===== src/rtl/watch_set_if.sv =====
// watch_set_if: button, live-time and load/display bundle between the watch front panel and watch_set_ctrl
interface watch_set_if;
  logic tick_1hz;
  logic btn_mode;
  logic btn_inc;
  logic btn_inc_held;
  logic [3:0] cur_hour_10;
  logic [3:0] cur_hour1;
  logic [3:0] cur_min_10;
  logic [3:0] cur_min1;
  logic run_en;
  logic load;
  logic [3:0] ld_hour_10;
  logic [3:0] ld_hour1;
  logic [3:0] ld_min_10;
  logic [3:0] ld_min1;
  logic [1:0] mode;
  logic blink_hour;
  logic blink_min;
  modport master (
    output tick_1hz, btn_mode, btn_inc, btn_inc_held,
    output cur_hour_10, cur_hour1, cur_min_10, cur_min1,
    input run_en, load, ld_hour_10, ld_hour1, ld_min_10, ld_min1, mode, blink_hour, blink_min
  );
  modport slave (
    input tick_1hz, btn_mode, btn_inc, btn_inc_held,
    input cur_hour_10, cur_hour1, cur_min_10, cur_min1,
    output run_en, load, ld_hour_10, ld_hour1, ld_min_10, ld_min1, mode, blink_hour, blink_min
  );
endinterface


===== src/rtl/watch_set_ctrl.sv =====
// watch_set_ctrl: RUN/SET_H/SET_M/COMMIT time-setting sequencer; define AUTO_REPEAT_EN for held-button auto-repeat
module watch_set_ctrl #(
  parameter int TIMEOUT_S  = 30,
  parameter int REPEAT_CYC = 12_500_000
) (
  input logic clk,
  input logic rst,
  watch_set_if.slave w
);
  typedef enum logic [1:0] {RUN, SET_H, SET_M, COMMIT} state_t;
  state_t state;
  logic [7:0] idle;
  logic [7:0] h_nx;
  logic [7:0] m_nx;
  logic inc;
  logic edit;
  logic ph;
  assign edit = state == SET_H || state == SET_M;
  assign ph = w.blink_hour | w.blink_min;
  assign w.mode = state;
`ifdef AUTO_REPEAT_EN
  logic [31:0] rep_cnt;
  logic rep_step;
  assign rep_step = edit && w.btn_inc_held && rep_cnt == 32'(REPEAT_CYC - 1);
  assign inc = w.btn_inc | rep_step;
  always_ff @(posedge clk)
    rep_cnt <= (rst || !edit || !w.btn_inc_held || w.btn_mode || rep_step) ? 32'd0 : rep_cnt + 32'd1;
`else
  logic unused_held;
  assign unused_held = w.btn_inc_held | (REPEAT_CYC < 1);
  assign inc = w.btn_inc;
`endif
  // Anything outside 00..23 / 00..59 (including the wrap value) steps to 00.
  always_comb begin
    h_nx = (w.ld_hour_10 > 4'd2 || w.ld_hour1 > 4'd9 || (w.ld_hour_10 == 4'd2 && w.ld_hour1 > 4'd2)) ? 8'h00 :
           w.ld_hour1 == 4'd9 ? {w.ld_hour_10 + 4'd1, 4'd0} : {w.ld_hour_10, w.ld_hour1 + 4'd1};
    m_nx = (w.ld_min_10 > 4'd5 || w.ld_min1 > 4'd9 || (w.ld_min_10 == 4'd5 && w.ld_min1 == 4'd9)) ? 8'h00 :
           w.ld_min1 == 4'd9 ? {w.ld_min_10 + 4'd1, 4'd0} : {w.ld_min_10, w.ld_min1 + 4'd1};
  end
  always_ff @(posedge clk) begin
    if (rst) begin
      state <= RUN;
      w.run_en <= 1'b1;
      w.load <= 1'b0;
      {w.ld_hour_10, w.ld_hour1, w.ld_min_10, w.ld_min1} <= 16'h0000;
      idle <= 8'd0;
      w.blink_hour <= 1'b0;
      w.blink_min <= 1'b0;
    end else begin
      w.load <= 1'b0;
      case (state)
        RUN: if (w.btn_mode) begin
          state <= SET_H;
          w.run_en <= 1'b0;
          {w.ld_hour_10, w.ld_hour1, w.ld_min_10, w.ld_min1} <= {w.cur_hour_10, w.cur_hour1, w.cur_min_10, w.cur_min1};
          idle <= 8'd0;
        end
        SET_H, SET_M: if (w.btn_mode) begin
          state <= state == SET_H ? SET_M : COMMIT;
          w.load <= state == SET_M;
          idle <= 8'd0;
          w.blink_hour <= 1'b0;
          w.blink_min <= 1'b0;
        end else if (inc) begin
          idle <= 8'd0;
          w.blink_hour <= 1'b0;
          w.blink_min <= 1'b0;
          if (state == SET_H) {w.ld_hour_10, w.ld_hour1} <= h_nx;
          else {w.ld_min_10, w.ld_min1} <= m_nx;
        end else if (w.tick_1hz) begin
          if (idle == 8'(TIMEOUT_S - 1)) begin
            state <= RUN;
            w.run_en <= 1'b1;
            idle <= 8'd0;
            w.blink_hour <= 1'b0;
            w.blink_min <= 1'b0;
          end else begin
            idle <= idle + 8'd1;
            w.blink_hour <= state == SET_H && !ph;
            w.blink_min <= state == SET_M && !ph;
          end
        end
        default: begin
          state <= RUN;
          w.run_en <= 1'b1;
        end
      endcase
    end
  end
endmodule


===== src/flat_wrapper.sv =====
// flat-port wrapper written by rule: the top's interface ports become plain ports
module watch_set_ctrl_flat 
#(
  parameter int TIMEOUT_S  = 30,
  parameter int REPEAT_CYC = 12_500_000
)
  (clk, rst, w_tick_1hz, w_btn_mode, w_btn_inc, w_btn_inc_held, w_cur_hour_10, w_cur_hour1, w_cur_min_10, w_cur_min1, w_run_en, w_load, w_ld_hour_10, w_ld_hour1, w_ld_min_10, w_ld_min1, w_mode, w_blink_hour, w_blink_min);
  watch_set_if w_i ();
  input logic clk;
  input logic rst;
  input wire logic [$bits(w_i.tick_1hz)-1:0] w_tick_1hz;
  input wire logic [$bits(w_i.btn_mode)-1:0] w_btn_mode;
  input wire logic [$bits(w_i.btn_inc)-1:0] w_btn_inc;
  input wire logic [$bits(w_i.btn_inc_held)-1:0] w_btn_inc_held;
  input wire logic [$bits(w_i.cur_hour_10)-1:0] w_cur_hour_10;
  input wire logic [$bits(w_i.cur_hour1)-1:0] w_cur_hour1;
  input wire logic [$bits(w_i.cur_min_10)-1:0] w_cur_min_10;
  input wire logic [$bits(w_i.cur_min1)-1:0] w_cur_min1;
  output wire logic [$bits(w_i.run_en)-1:0] w_run_en;
  output wire logic [$bits(w_i.load)-1:0] w_load;
  output wire logic [$bits(w_i.ld_hour_10)-1:0] w_ld_hour_10;
  output wire logic [$bits(w_i.ld_hour1)-1:0] w_ld_hour1;
  output wire logic [$bits(w_i.ld_min_10)-1:0] w_ld_min_10;
  output wire logic [$bits(w_i.ld_min1)-1:0] w_ld_min1;
  output wire logic [$bits(w_i.mode)-1:0] w_mode;
  output wire logic [$bits(w_i.blink_hour)-1:0] w_blink_hour;
  output wire logic [$bits(w_i.blink_min)-1:0] w_blink_min;
  assign w_i.tick_1hz = w_tick_1hz;
  assign w_i.btn_mode = w_btn_mode;
  assign w_i.btn_inc = w_btn_inc;
  assign w_i.btn_inc_held = w_btn_inc_held;
  assign w_i.cur_hour_10 = w_cur_hour_10;
  assign w_i.cur_hour1 = w_cur_hour1;
  assign w_i.cur_min_10 = w_cur_min_10;
  assign w_i.cur_min1 = w_cur_min1;
  assign w_run_en = w_i.run_en;
  assign w_load = w_i.load;
  assign w_ld_hour_10 = w_i.ld_hour_10;
  assign w_ld_hour1 = w_i.ld_hour1;
  assign w_ld_min_10 = w_i.ld_min_10;
  assign w_ld_min1 = w_i.ld_min1;
  assign w_mode = w_i.mode;
  assign w_blink_hour = w_i.blink_hour;
  assign w_blink_min = w_i.blink_min;
  watch_set_ctrl #(.TIMEOUT_S(TIMEOUT_S), .REPEAT_CYC(REPEAT_CYC)) u_core (.clk(clk), .rst(rst), .w(w_i));
endmodule

===== config.mk =====
export PLATFORM = sky130hd
export DESIGN_NAME = watch_set_ctrl_flat
export DESIGN_NICKNAME = d
export VERILOG_FILES = /design/src/rtl/watch_set_if.sv /design/src/rtl/watch_set_ctrl.sv /design/src/flat_wrapper.sv
export SDC_FILE = /design/constraint.sdc
export NUM_CORES = 1
export LEC_CHECK = 0
export CORE_UTILIZATION = 26
export DETAILED_ROUTE_END_ITERATION = 8
export SYNTH_ARGS = -nofsm -noshare
export SYNTH_HDL_FRONTEND = slang
export SYNTH_SLANG_ARGS = --single-unit

===== constraint.sdc =====
create_clock -name clk -period 2.1 [get_ports clk]
set_input_delay 0.525 -clock clk [delete_from_list [all_inputs] [get_ports clk]]
set_output_delay 0.525 -clock clk [all_outputs]
set_load 0.005 [all_outputs]

After elaboration in Yosys (flattened, before gate mapping)
Cells that the tools add are included.

word-level totals
  register bits after elaboration = 30
  input bits = 22
  output and inout port bits = 22
  logic and storage cells = 117

cells by class
  $add $sub $neg = 5
  $lt $le $gt $ge = 5
  equal/unequal tests = 21
  multiplexer cells = 51
  bitwise gates (word level) = 3
  reduce and logical (&&, ||, !) cells = 22

operators with widths
  operator                                             number
  2-to-1 mux 8 bit                                     9
  2-to-1 mux 4 bit                                     16
  case mux 4 bit (2 select lines)                      4
  adder 4 x 1 -> 4 bit (second input constant)         4
  case mux 8 bit (2 select lines)                      1
  AND reduction 5 bit                                  3
  2-to-1 mux 1 bit                                     14
  != test 2 bit (second input constant)                6
  AND reduction 6 bit                                  2
  2-to-1 mux 2 bit                                     5
  adder 8 x 1 -> 8 bit (second input constant)         1
  == test 4 bit (second input constant)                2
  == test 8 x 5 -> 1 bit (second input constant)       1
  > comparator 4 x 2 -> 1 bit (second input constant)  2
  > comparator 4 bit (second input constant)           2
  != test 3 x 1 -> 1 bit (second input constant)       2
  != test 3 bit (second input constant)                2
  == test 4 x 2 -> 1 bit (second input constant)       1
  == test 4 x 3 -> 1 bit (second input constant)       1
  > comparator 4 x 3 -> 1 bit (second input constant)  1
  logical AND 1 bit                                    4
  logical OR 1 bit                                     4
  != test 2 x 1 -> 1 bit (second input constant)       2
  != test 4 bit (second input constant)                1
  16 further kinds                                     17

Logic depth before layout (Yosys ltp)
Gate-level depths: netlist (run 1).

  word-level depth = 8
  depth in mapped cells = 9
  gate-level depth less buffers = 7

Worst setup path before layout (run 1)
OpenSTA, ideal clock, no wires.

  path type = reg-to-reg
  start = register u_core.state[0] (netlist: u_core.w.mode[0])
  end = register u_core.w.ld_min1[3]
  library setup time = 0.074 ns
  arrival = 1.989 ns
  required time = 2.026 ns
  slack = 0.037 ns
  cell stages (with the launch flop) = 7
  buffers on the path = 0
  period minus slack after synthesis = 2.063 ns
  path through = dfxtp_1 -> inv_1 -> ha_1 -> nor2b_1 -> a2111o_1 -> or4_1 -> a31oi_1

on the way
  longest elaborated chain between the ends = 4
  elaborated cells on any way between the ends = 11
  those cells by class = 6 x eq/ne; 1 x mux; 4 x reduce/logical

RTL lines
  item                                                                  line                  text
  start, declared                                                       watch_set_ctrl.sv:11  state_t state;
  start signal, assigned                                                watch_set_ctrl.sv:59  state <= state == SET_H ? SET_M : COMMIT;
  == test 2 bit or == test 2 x 1 -> 1 bit (tied branches)               n/a
  OR reduction 2 bit                                                    watch_set_ctrl.sv:51  case (state)
  != test 2 bit (no source line) or nonzero test 2 bit (tied branches)  n/a
  AND reduction 5 bit (no source line)                                  n/a
  end signal, assigned                                                  watch_set_ctrl.sv:55  {w.ld_hour_10, w.ld_hour1, w.ld_min_10, w.ld_min1} <= {w.cur_hour_10, w.cur_hour1, w.cur_min_10, w.cur_min1};
  end signal, assigned                                                  watch_set_ctrl.sv:69  else {w.ld_min_10, w.ld_min1} <= m_nx;
  end, declared                                                         watch_set_if.sv:28    output run_en, load, ld_hour_10, ld_hour1, ld_min_10, ld_min1, mode, blink_hour, blink_min

Parallel ways exist; a longest one is shown, timed or not.
A chain may end at the register's enable or synchronous reset.

Final worst setup path (run 1)
  start = register u_core.w.ld_min_10[1]
  end = register u_core.w.ld_min_10[1]

on the way
  longest elaborated chain between the ends = 8
  elaborated cells on any way between the ends = 14
  those cells by class = 1 x add/sub; 1 x order compare; 2 x eq/ne; 6 x mux; 4 x reduce/logical

RTL lines
  item                                                                   line                  text
  start, declared                                                        watch_set_if.sv:28
  start signal, assigned                                                 watch_set_ctrl.sv:55
  start signal, assigned                                                 watch_set_ctrl.sv:69
  > comparator 4 x 3 -> 1 bit or == test 4 x 3 -> 1 bit (tied branches)  watch_set_ctrl.sv:37  m_nx = (w.ld_min_10 > 4'd5 || w.ld_min1 > 4'd9 || (w.ld_min_10 == 4'd5 && w.ld_min1 == 4'd9)) ? 8'h00 :
  logical OR 1 bit or logical AND 1 bit (tied branches)                  watch_set_ctrl.sv:37
  logical OR 1 bit                                                       watch_set_ctrl.sv:37
  2-to-1 mux 8 bit                                                       watch_set_ctrl.sv:37
  2-to-1 mux 4 bit                                                       watch_set_ctrl.sv:68  if (state == SET_H) {w.ld_hour_10, w.ld_hour1} <= h_nx;
  2-to-1 mux 4 bit                                                       watch_set_ctrl.sv:64  end else if (inc) begin
  2-to-1 mux 4 bit                                                       watch_set_ctrl.sv:58  SET_H, SET_M: if (w.btn_mode) begin
  case mux 4 bit (2 select lines)                                        watch_set_ctrl.sv:51

Parallel ways exist; a longest one is shown, timed or not. The select of a mux whose other input is x is not followed.

==> results by group, run 1 <==
Run status
  • Status: finished, final reports clean

Detailed routing
  • DR vias: 1851
  • Residual DRC count: 0
  • ANT nets after route: 0
  • DR WL/cell: 12.0 um
  • Initial DRC count: 65
  • Final WL: just under 5 mm
  • DR vias/cell: 4.64
  • Pre-antenna DRT Iters: 4

Setup path
  • CP Cell Sequence: inv_1 -> ha_2 -> or3b_2 -> and3_4 -> a211oi_2 -> buf_4 -> nor2_1 -> a311oi_1
  • Worst path max stage delay: 490 ps
  • CP max-delay cell: or3b_2
  • Worst setup EP type: flip-flop
  • CP startpoint kind: flip-flop
  • Slack of the worst reg-to-reg path: 140 ps
  • Delay-heaviest family, CP: simple AND/OR/NAND/NOR gates
  • Cells on worst reg2reg path: 8
  • R2R Path Start: u_core.w.ld_min_10[1]$_SDFFE_PP0P_
  • Crit path DAT: roughly 2100 ps
  • CP Data Required Time: 2280 ps
  • Worst r2r dst: u_core.w.ld_min_10[1]$_SDFFE_PP0P_
  • Crit Path Category: flip-flop to flip-flop
  • Critical path peak fanout: 7
  • CP Buf/Inv Count: 2

Layout
  • Final net count: 335
  • Fill cell count: 697
  • ANT cells: 0
  • Area growth syn-to-layout: 52.8%
  • Layout cells sized above 1: 21.5%
  • Utilization after layout: 41.0%

Floorplanning
  • Initial core utilization: 26.9%
  • Core area: about 0.0068 mm2
  • DIE AREA: roughly 0.0074 mm2
  • Die Wd: around 86 um
  • Die H: 85.8 um
  • Top Ports: 44
  • Standard-cell rows: 30

Synth
  • Cell Area, Synth: 0.00183 mm2
  • Largest area contributor in the netlist: dfxtp_1
  • Register bit total from synthesis: 30
  • Main area contributors after synthesis: dfxtp_1, ha_1, nor2_1, o21ai_0, xor2_1
  • Top_reg_cell synth: dfxtp_1
  • Cell count after synthesis: 221
  • Seq/Total Area, Yosys: 32.9%
  • Share of the synthesized area in the top cell type: 32.9%
  • Ys async rst share: 0%
  • Synth Warn #: 0
  • Syn_area_per_cell: just over 8 um2
  • Cell variety after synth: between 40 and 50
  • Number of synthesized flops with an enable pin: 0
  • Net Count, Synth: approximately 250

STA
  • Clock Skew: about 6.7 ps
  • FMAX: 511 MHz
  • Crit share post-route: 93.3%
  • Max Slew Vio Count: 0
  • Rel. slew slack: 65.8%
  • Final min period: 1960 ps
  • Final Hold Fails: 0
  • Setup ws final: 141 ps
  • Setup TNS: 0 ps
  • RSZ-0062 raised after global routing: no
  • Setup Viol. Count Final: 0
  • Worst Tran Pin Value: 505 ps

Power
  • LEAKAGE: 1.10 nW
  • P per Cell Area: 1220 mW/mm2
  • Peak VDD IR: between 500 and 600 uV

CTS
  • Worst-Skew Late Latency: 280 ps
  • # H-tree levels: 2
  • Clock edge transition at the registers on the reported setup and hold paths: ~70 ps
  • Hold-fix buffers, CTS: 0
  • CTS Buffer Depth: 2
  • Num CTS Buffers: 5
  • CTS tree: done
  • CTS Sinks: 30
  • Root Buffer: clkbuf_8

Global route
  • Overflow after GRT: 0
  • Total GRT Usage: 13.8%
  • Largest net degree at the start of global routing: 11
  • First-pass GRT wire length: 8.13 mm
  • Initial antenna violation count: 0
  • Vias in the first global route: roughly 1800

Placement
  • Post-detail-place hpwl: 3.62 mm
  • PortBufs: 42
  • Pre-CTS setup slack: -281 ps
  • Gpl congestion: 0.815

Worst hold path
  • Type of the worst min-delay path: flip-flop to flip-flop
  • Hold Crit Start: u_core.w.ld_hour_10[3]$_SDFFE_PP0P_
  • Hold path endpoint: u_core.w.ld_hour_10[3]$_SDFFE_PP0P_
  • WHS Path Cells: 2

Run
  • Max_cap viols: 0
area by class of cell:
cell class / instances / area, um2 / share of cell area, %
timing repair buffer: 82 / 726 / 26.0
tap: 96 / 120 / 4.31
clock buffer: 8 / 110 / 3.95
sequential: 30 / 602 / 21.6
multi-input combinational: 170 / 1180 / 42.4
inverter: 13 / 48.8 / 1.75
placed cells by master, fill, tap and decap left out, types with 7 or more instances in the layout:
cell type | netlist | layout
nand4_1 | 7 | 7
ha_1 | 11 | 9
nand3_1 | 8 | 8
xor2_1 | 7 | 7
clkbuf_8 | 0 | 8
inv_1 | 13 | 13
clkdlybuf4s50_1 | 0 | 40
nand2_1 | 12 | 12
nor2_1 | 30 | 30
o21ai_0 | 15 | 15
a21oi_1 | 9 | 8
buf_4 | 0 | 40
dfxtp_1 | 30 | 29
worst min-delay path, stage by stage, from the launching register on:
cell,delay [ps]
dfxtp_1,330
nand2_1,60
a21oi_1,50
logic make-up (layout without fill, tap and decap cells):
logic type / Yosys count / count (layout) / share of synthesized area (%)
flip-flops: 30 / 30 / 32.9
AND/OR/NAND/NOR: 92 / 92 / 27.4
multiplexers: 1 / 1 / 0.548
adder cells (fa/ha/maj): 11 / 11 / 7.54
XOR/XNOR: 8 / 8 / 3.84
AO/OA/AOI/OAI: 58 / 58 / 23.0
buffers and inverters: 21 / 103 / 4.80
cells in the mapped netlist (2+ instances only):
| cell type | n |
|---|---|
| nand3_1 | 8 |
| dfxtp_1 | 30 |
| a2111o_1 | 2 |
| nor3b_1 | 3 |
| nand3b_1 | 2 |
| and3_1 | 3 |
| a31oi_1 | 6 |
| a21o_1 | 2 |
| nand4_1 | 7 |
| nor4b_1 | 4 |
| a21oi_1 | 9 |
| nand2_1 | 12 |
| inv_1 | 13 |
| o2bb2ai_1 | 2 |
| ha_1 | 11 |
| a211oi_1 | 4 |
| o31ai_1 | 3 |
| o21bai_1 | 2 |
| nor3_1 | 5 |
| or4_1 | 2 |
| o21ai_0 | 15 |
| nor2b_1 | 6 |
| and2_1 | 2 |
| nor2_1 | 30 |
| a22oi_1 | 2 |
| xor2_1 | 7 |
| o221a_2 | 2 |
| clkbuf_1 | 6 |
stage by stage:
stage	instance area (um2)	hold WS, ps	instances	power, mW
6_report	2790	485	399	3.41
5_1_grt	2790	521	399	3.71
4_1_cts	2740	479	398	3.37
3_5_place_dp	2620	470	390	2.79
3_3_place_gp	2620	469	390	2.76
2_1_floorplan	1830	462	221	1.82
how the worst max path moves through the flow:
stage	from	to	slack, ps	cells after the start
global placement	w_btn_inc	u_core.w.ld_min1[3]$_SDFFE_PP0P_	-240	5
detailed placement	w_btn_inc	u_core.w.ld_min1[3]$_SDFFE_PP0P_	-280	5
floorplan	u_core.w.mode[0]$_SDFFE_PP0P_	u_core.w.ld_min1[3]$_SDFFE_PP0P_	40	6
CTS	u_core.w.mode[0]$_SDFFE_PP0P_	u_core.idle[4]$_SDFFE_PP0P_	7	8
global route	u_core.w.mode[1]$_SDFFE_PP0P_	u_core.w.ld_min1[3]$_SDFFE_PP0P_	10	7
finish	u_core.w.ld_min_10[1]$_SDFFE_PP0P_	u_core.w.ld_min_10[1]$_SDFFE_PP0P_	140	8
power breakdown:
part           internal, mW  leakage, nW  switching, mW
Combinational          1.07        0.801          0.874
Clock                 0.331       0.0575          0.223
Sequential            0.723        0.245          0.189
Total                  2.12         1.10           1.29
state kept, by name (all words and copies together), names as in the netlist:
name                 cells
u_core.idle              8
u_core.w.ld_hour1        4
u_core.w.ld_hour_10      4
u_core.w.ld_min1         4
u_core.w.ld_min_10       4
u_core.w.mode            2
u_core.w.blink_hour      1
u_core.w.blink_min       1
u_core.w.load            1
u_core.w.run_en          1
repair_timing:
item                       in CTS  in global routing
pin swaps                       0                  3
resized for setup               2                 10
setup endpoints to repair       1                 25
setup buffers                   0                  1
gates cloned                    0                  0
routing by layer:
metal	global-route usage (%)	vias to the layer above	routed length, um
li1	-	971	-
met1	18.3	843	2410
met2	22.0	33	2190
met3	4.04	4	184
met4	3.48	0	25
met5	0	-	0
Power figures use the tool's default switching activity.
==> inputs of run 2 (changes only) <==
--- a/config.mk
+++ b/config.mk
@@ -6,7 +6,9 @@
 export NUM_CORES = 1
 export LEC_CHECK = 0
 export CORE_UTILIZATION = 26
+export CTS_CLUSTER_DIAMETER = 40
 export DETAILED_ROUTE_END_ITERATION = 8
+export DONT_BUFFER_PORTS = 1
 export SYNTH_ARGS = -nofsm -noshare
 export SYNTH_HDL_FRONTEND = slang
 export SYNTH_SLANG_ARGS = --single-unit
==> run 2 against run 1 <==
Effect of this change: sequential share of layout area grew 5.8 points; design area shrank 21%; routed wire length shrank 3.8%; first-iteration DRC count grew 110%; total power shrank 14%; cell count shrank 15%; non-clock buffer count shrank 60; via count shrank 10%; critical path type unchanged.
==> results by group, run 2 (synthesis results as in run 1) <==
Global route
  • Routing usage on met2: 20.5% (was 22.0%)
  • Met3 Usage GRT: 4.14% (was 4.04%)
  • Most Crowded Layer GR: met2 (unchanged)
  • Total GRT Usage: 13.0% (was 13.8%)
  • Met1 Use GR: 18.0% (was 18.3%)
  • First-pass GRT wire length: 7.58 mm (was 8.13 mm)
  • Vias in the first global route: 1502 (was 1792)
  • Largest net degree at the start of global routing: 26 (was 11)
  • Overflow after GRT: 0 (unchanged)
  • Initial antenna violation count: 0 (unchanged)

Run status
  • Status: finished, final reports clean (unchanged)

Setup path
  • CP startpoint kind: flip-flop (unchanged)
  • CP Data Required Time: 2310 ps (was 2280 ps)
  • Crit Path Category: flip-flop to flip-flop (unchanged)
  • CP max-delay cell: or4_1 (was or3b_2)
  • Critical path peak fanout: 13 (was 7)
  • Crit path DAT: 2170 ps (was 2140 ps)
  • CP Cell Sequence: inv_1 -> ha_4 -> buf_4 -> nor2b_1 -> nand3_1 -> or4_1 -> a31oi_1 (was inv_1 -> ha_2 -> or3b_2 -> and3_4 -> a211oi_2 -> buf_4 -> nor2_1 -> a311oi_1)
  • Cells on worst reg2reg path: 7 (was 8)
  • R2R Path Start: u_core.w.mode[0]$_SDFFE_PP0P_ (was u_core.w.ld_min_10[1]$_SDFFE_PP0P_)
  • Worst setup EP type: flip-flop (unchanged)
  • Slack of the worst reg-to-reg path: 140 ps (about the same)
  • Worst r2r dst: u_core.w.ld_min1[3]$_SDFFE_PP0P_ (was u_core.w.ld_min_10[1]$_SDFFE_PP0P_)
  • Worst path max stage delay: 480 ps (was 490 ps)

Layout
  • Commonest non-fill, non-tap cells in the layout: nor2_1, dfxtp_1, buf_4 (was clkdlybuf4s50_1, buf_4, nor2_1)
  • Register Area: 601 um2 (was 602 um2)
  • Multi-input gate area: 0.00117 mm2 (was 0.00118 mm2)
  • Utilization after layout: 32.3% (was 41.0%)
  • Fill cell count: 712 (was 697)
  • ANT cells: 0 (unchanged)
  • Reg with most FFs: u_core.idle (unchanged)
  • Area growth syn-to-layout: 20.2% (was 52.8%)
  • Final net count: 275 (was 335)
  • Layout cells sized above 1: 16.9% (was 21.5%)
  • Largest register FFs: 8 (unchanged)
  • Final Cell Area: 0.00219 mm2 (was 0.00279 mm2)

Power
  • P per Cell Area: 1330 mW/mm2 (was 1220 mW/mm2)
  • Sequential power share: 32.5% (was 26.8%)
  • Clock share of power: 16.8% (was 16.3%)
  • Peak VDD IR: 547 uV (was 509 uV)
  • Int Pwr: 1.70 mW (was 2.12 mW)
  • Comb power frac: 50.7% (was 57.0%)
  • Switching share of power: 41.7% (was 37.7%)
  • Psw: 1.22 mW (was 1.29 mW)
  • LEAKAGE: 0.828 nW (was 1.10 nW)

Worst hold path
  • WHS Path Cells: 1 (was 2)
  • Hold Crit Start: rst (was u_core.w.ld_hour_10[3]$_SDFFE_PP0P_)
  • Type of the worst min-delay path: primary input to flip-flop (was flip-flop to flip-flop)
  • Hold path endpoint: u_core.w.mode[1]$_SDFFE_PP0P_ (was u_core.w.ld_hour_10[3]$_SDFFE_PP0P_)

Detailed routing
  • DR vias: 1660 (was 1851)
  • Pre-antenna DRT Iters: 4 (unchanged)
  • DR vias/cell: 4.90 (was 4.64)
  • DR WL/cell: 13.6 um (was 12.0 um)
  • ANT nets after route: 0 (unchanged)
  • Residual DRC count: 0 (unchanged)
  • Final WL: 4.63 mm (was 4.81 mm)
  • Initial DRC count: 136 (was 65)

STA
  • Max Slew Vio Count: 0 (unchanged)
  • RSZ-0062 raised after global routing: no (unchanged)
  • Clock Skew: 4.08 ps (was 6.70 ps)
  • Rel. slew slack: 61.0% (was 65.8%)
  • Worst Tran Pin Value: 577 ps (was 505 ps)
  • Final min period: 1960 ps (about the same)
  • Final Hold Fails: 0 (unchanged)
  • Hold WS: 319 ps (was 485 ps)
  • FMAX: 509 MHz (was 511 MHz)
  • Setup Viol. Count Final: 0 (unchanged)
  • Crit share post-route: 93.5% (was 93.3%)

Placement
  • Gpl congestion: 0.737 (was 0.815)
  • PortBufs: 0 (was 42)
  • Post-DP Area: 0.00207 mm2 (was 0.00262 mm2)
  • Post-detail-place hpwl: 3.38 mm (was 3.62 mm)

CTS
  • Num CTS Buffers: 5 (unchanged)
  • CTS tree: done (unchanged)
  • Hold-fix buffers, CTS: 0 (unchanged)
  • Clock edge transition at the registers on the reported setup and hold paths: 70 ps (about the same)
  • CTS Buffer Depth: 2 (unchanged)
  • Root Buffer: clkbuf_8 (unchanged)
  • Total setup buffers inserted after CTS: 0 (unchanged)
  • CTS Sinks: 30 (unchanged)
  • Worst-Skew Late Latency: 280 ps (about the same)
  • # H-tree levels: 2 (unchanged)

Floorplanning
  • DIE AREA: 0.00736 mm2 (unchanged)
  • Core area: 0.00679 mm2 (unchanged)
  • Standard-cell rows: 30 (unchanged)
  • Die H: 85.8 um (unchanged)
  • Die Wd: 85.8 um (unchanged)
  • Initial core utilization: 26.9% (unchanged)
  • Top Ports: 44 (unchanged)

Run
  • Max_cap viols: 0 (unchanged)
==> run 2: worst max path at each step <==
stage / startpoint / to / slack, ps
6_report: u_core.w.mode[0]$_SDFFE_PP0P_ / u_core.w.ld_min1[3]$_SDFFE_PP0P_ / 140
2_1_floorplan: u_core.w.mode[0]$_SDFFE_PP0P_ / u_core.w.ld_min1[3]$_SDFFE_PP0P_ / 40
5_1_grt: u_core.w.ld_min_10[1]$_SDFFE_PP0P_ / u_core.w.ld_min_10[1]$_SDFFE_PP0P_ / 2
3_3_place_gp: u_core.w.mode[0]$_SDFFE_PP0P_ / u_core.w.ld_min_10[0]$_SDFFE_PP0P_ / -60
3_5_place_dp: u_core.w.mode[1]$_SDFFE_PP0P_ / u_core.w.ld_min_10[0]$_SDFFE_PP0P_ / -60
4_1_cts: u_core.w.mode[1]$_SDFFE_PP0P_ / u_core.w.ld_min_10[0]$_SDFFE_PP0P_ / 10
==> run 2: timing repair <==
| item | CTS | global route |
|---|---|---|
| pin swaps | 0 | 1 |
| endpoints found under the setup margin | 8 | 14 |
| resized for setup | 1 | 5 |
==> run 2: stage by stage <==
step / setup WS (ps) / TNS [ps] / total power, mW / instances
finish: 136 / 0 / 2.91 / 339
global route: 1.99 / 0 / 3.16 / 339
CTS: 10.4 / 0 / 2.88 / 339
detailed placement: -61.7 / -199 / 2.38 / 331
global placement: -58.7 / -218 / 2.35 / 331
floorplan: 36.8 / 0 / 1.82 / 221
==> run 2: cell type report <==
cell class                      count  share of cell area [%]
Inverter                           13                    2.22
Sequential cell                    30                    27.4
Clock buffer                        7                    3.94
Timing Repair Buffer               22                    7.53
Tap cell                           96                    5.48
Multi-Input combinational cell    170                    53.2
Clock inverter                      1                   0.228
==> run 2: worst max-delay path, delay by kind of cell, from the launching register on <==
kind                       cells  cell delay, ps
and+or+nand+nor                3             830
adders and majority gates      1             350
DFF                            1             330
buffers and inverters          2             230
AOI/OAI and AO/OA              1             160
==> run 2: power groups by stage <==
stage	combinational (mW)	clock [mW]	sequential (mW)
after floorplan	0.900	0	0.919
after global placement	1.40	0	0.953
after detailed placement	1.42	0	0.956
after CTS	1.44	0.500	0.943
after global routing	1.66	0.526	0.977
final	1.48	0.490	0.946
==> run 2: routing by layer <==
metal  routed length (um)  part of all wire [%]
met5                    0                     0
met4                    4                 0.086
met3                  198                   4.3
met2                 2130                    46
met1                 2290                    50
==> inputs of run 3 (changes only) <==
--- a/config.mk
+++ b/config.mk
@@ -5,6 +5,7 @@
 export SDC_FILE = /design/constraint.sdc
 export NUM_CORES = 1
 export LEC_CHECK = 0
+export ABC_AREA = 1
 export CORE_UTILIZATION = 26
 export CTS_CLUSTER_DIAMETER = 40
 export DETAILED_ROUTE_END_ITERATION = 8
@@ -12,3 +13,4 @@
 export SYNTH_ARGS = -nofsm -noshare
 export SYNTH_HDL_FRONTEND = slang
 export SYNTH_SLANG_ARGS = --single-unit
+export TNS_END_PERCENT = 10
==> run 3 against run 2 <==
Effect of this change: count of clock-buffer cells in the layout is 1 lower; via count is 15% higher; clock power is 52% higher; combinational power is 32% higher; total power is 27% higher; critical path type unchanged; critical endpoint is now u_core.w.ld_hour_10[1]$_SDFFE_PP0P_; largest cell class unchanged.
==> results by group, run 3 <==
Run status
  • Status: finished, final reports clean (unchanged)

Detailed routing
  • DR vias: 1906 (was 1660)
  • Initial DRC count: 48 (was 136)
  • Pre-antenna DRT Iters: 4 (unchanged)
  • DR WL/cell: 12.1 um (was 13.6 um)
  • Residual DRC count: 0 (unchanged)
  • DR vias/cell: 4.53 (was 4.90)
  • Final WL: 5.08 mm (was 4.63 mm)
  • ANT nets after route: 0 (unchanged)

Setup path
  • Crit Path Category: flip-flop to flip-flop (unchanged)
  • Worst path max stage delay: 460 ps (was 480 ps)
  • CP Data Required Time: 2280 ps (was 2310 ps)
  • CP startpoint kind: flip-flop (unchanged)
  • CP dominant cell by count: nand2_1
  • Crit path DAT: 2050 ps (was 2170 ps)
  • Slack of the worst reg-to-reg path: 230 ps (was 140 ps)
  • CP Buf/Inv Count: 2 (unchanged)
  • CP Cell Sequence: inv_1 -> ha_1 -> inv_2 -> a21oi_1 -> nand3_1 -> nand2_2 -> nand2_1 -> nand2_1 -> nor2_1 (was inv_1 -> ha_4 -> buf_4 -> nor2b_1 -> nand3_1 -> or4_1 -> a31oi_1)
  • CP max-delay cell: ha_1 (was or4_1)
  • Delay-heaviest family, CP: simple AND/OR/NAND/NOR gates (unchanged)
  • Critical path peak fanout: 8 (was 13)
  • Worst setup EP type: flip-flop (unchanged)

CTS
  • Hold-fix buffers, CTS: 0 (unchanged)
  • Post-CTS sizing: 0 (was 1)
  • Root Buffer: clkbuf_8 (unchanged)
  • CTS tree: done (unchanged)
  • Worst-Skew Late Latency: 290 ps (was 280 ps)
  • Total setup buffers inserted after CTS: 0 (unchanged)
  • Clock edge transition at the registers on the reported setup and hold paths: 70 ps (about the same)
  • CTS Sinks: 30 (unchanged)
  • CTS Buffer Depth: 2 (unchanged)
  • Num CTS Buffers: 5 (unchanged)
  • # H-tree levels: 2 (unchanged)

Synth
  • Seq/Total Area, Yosys: 29.8% (was 32.9%)
  • Share of the synthesized area in the top cell type: 29.8% (was 32.9%)
  • Number of synthesized flops with an enable pin: 0 (unchanged)
  • Cell count after synthesis: 311 (was 221)
  • Synth cell count leaders: nand2_1, nor2_1, inv_1, dfxtp_1, a21oi_1 (was dfxtp_1, nor2_1, o21ai_0, inv_1, nand2_1)
  • Ys async rst share: 0% (unchanged)
  • Cell Area, Synth: 0.00201 mm2 (was 0.00183 mm2)
  • Count leader, synth: nand2_1
  • Synth Warn #: 0 (unchanged)
  • Main area contributors after synthesis: dfxtp_1, nand2_1, nor2_1, ha_1, inv_1 (was dfxtp_1, ha_1, nor2_1, o21ai_0, xor2_1)
  • Cell variety after synth: 31 (was 49)
  • Largest area contributor in the netlist: dfxtp_1 (unchanged)
  • Register bit total from synthesis: 30 (unchanged)
  • Net Count, Synth: 344 (was 254)
  • Top_reg_cell synth: dfxtp_1 (unchanged)
  • Syn_area_per_cell: 6.47 um2 (was 8.26 um2)

STA
  • Setup Viol. Count Final: 0 (unchanged)
  • Setup TNS: 0 ps (unchanged)
  • Final min period: 1870 ps (was 1960 ps)
  • FMAX: 535 MHz (was 509 MHz)
  • Crit share post-route: 89.0% (was 93.5%)
  • Max Slew Vio Count: 0 (unchanged)
  • Worst Tran Pin Value: 552 ps (was 577 ps)
  • Clock Skew: 7.21 ps (was 4.08 ps)
  • RSZ-0062 raised after global routing: no (unchanged)
  • Final Hold Fails: 0 (unchanged)
  • Rel. slew slack: 63.2% (was 61.0%)

Layout
  • Reg with most FFs: u_core.idle (unchanged)
  • Commonest non-fill, non-tap cell in the layout: nand2_1
  • Largest register FFs: 8 (unchanged)
  • ANT cells: 0 (unchanged)
  • Final Cell Area: 0.00231 mm2 (was 0.00219 mm2)
  • Area growth syn-to-layout: 14.7% (was 20.2%)
  • Commonest non-fill, non-tap cells in the layout: nand2_1, nor2_1, inv_1 (was nor2_1, dfxtp_1, buf_4)
  • Final net count: 354 (was 275)
  • Fill cell count: 836 (was 712)
  • Layout cells sized above 1: 13.4% (was 16.9%)

Global route
  • First-pass GRT wire length: 8.69 mm (was 7.58 mm)
  • Vias in the first global route: 1839 (was 1502)
  • Routing usage on met2: 22.0% (was 20.5%)
  • Met1 Use GR: 16.1% (was 18.0%)
  • Initial antenna violation count: 0 (unchanged)
  • Overflow after GRT: 0 (unchanged)
  • Most Crowded Layer GR: met2 (unchanged)
  • Total GRT Usage: 13.3% (was 13.0%)
  • Met3 Usage GRT: 4.15% (was 4.14%)
  • Largest net degree at the start of global routing: 16 (was 26)

Run
  • Max_cap viols: 0 (unchanged)

Placement
  • Post-DP Area: 0.00217 mm2 (was 0.00207 mm2)
  • Post-detail-place hpwl: 3.91 mm (was 3.38 mm)
  • Gpl congestion: 0.779 (was 0.737)
  • PortBufs: 0 (unchanged)

Power
  • Peak VDD IR: 552 uV (was 547 uV)
  • P per Cell Area: 1600 mW/mm2 (was 1330 mW/mm2)
  • LEAKAGE: 1.03 nW (was 0.828 nW)
  • Design Power: 3.70 mW (was 2.91 mW)

Floorplanning
  • Top Ports: 44 (unchanged)
  • Die H: 90.0 um (was 85.8 um)
  • DIE AREA: 0.00810 mm2 (was 0.00736 mm2)
  • Standard-cell rows: 31 (was 30)
  • Initial core utilization: 27.3% (was 26.9%)
  • Die Wd: 90.0 um (was 85.8 um)
  • Core area: 0.00737 mm2 (was 0.00679 mm2)

Worst hold path
  • Type of the worst min-delay path: primary input to flip-flop (unchanged)
-- run 3: cell type report --
cell class	instances	area (um2)	share of cell area, %
multi-input combinational	238	1240	53.8
timing repair buffer	7	52.6	2.28
clock buffer	6	82.6	3.58
tap	99	124	5.37
clock inverter	2	60.1	2.60
sequential	30	601	26.0
inverter	39	146	6.34
-- run 3: path summary, 6_finish.rpt --
kind,startpoint,to,cells past startpoint
worst max-delay path,u_core.w.mode[0]$_SDFFE_PP0P_,u_core.w.ld_hour_10[1]$_SDFFE_PP0P_,9
worst min-delay path,rst,u_core.w.ld_hour1[2]$_SDFFE_PP0P_,1
worst max register to register,u_core.w.mode[0]$_SDFFE_PP0P_,u_core.w.ld_hour_10[1]$_SDFFE_PP0P_,9
worst min register to register,u_core.w.blink_min$_SDFFE_PP0P_,u_core.w.blink_min$_SDFFE_PP0P_,2
-- run 3: layer usage --
metal  share of wire [%]  up-vias
met3                 5.6        6
met5                   0        -
met4                 1.7        0
li1                    -     1023
met2                  46       35
met1                  47      842
-- run 3: report_power, final --
group | switching, mW | internal [mW] | total, mW
clock network | 0.239 | 0.506 | 0.746
registers | 0.254 | 0.754 | 1.01
logic | 1.24 | 0.705 | 1.95
-- run 3: stage by stage --
| stage | hold WS (ps) | setup WS, ps | cells | utilization, % |
|---|---|---|---|---|
| floorplan | 451 | 457 | 311 | - |
| global placement | 488 | 227 | 413 | 29.4 |
| detailed placement | 500 | 209 | 413 | 29.4 |
| CTS | 285 | 188 | 421 | 31.3 |
| global route | 281 | 55.2 | 421 | 31.3 |
| finish | 295 | 231 | 421 | 31.3 |
-- run 3: kinds of logic after synthesis --
family	share of synthesized area [%]
AOI/OAI and AO/OA	10.4
xor gates and xnor gates	3.05
adders and majority gates	6.84
buffers and inverters	8.45
DFF	29.8
and+or+nand+nor	41.5
-- run 3: worst register-to-register path, cell delays in order (launching register included) --
cell and delay [ps]:
dfxtp_1 330, inv_1 70, ha_1 460, inv_2 160, a21oi_1 240, nand3_1 180
nand2_2 150, nand2_1 60, nand2_1 50, nor2_1 50
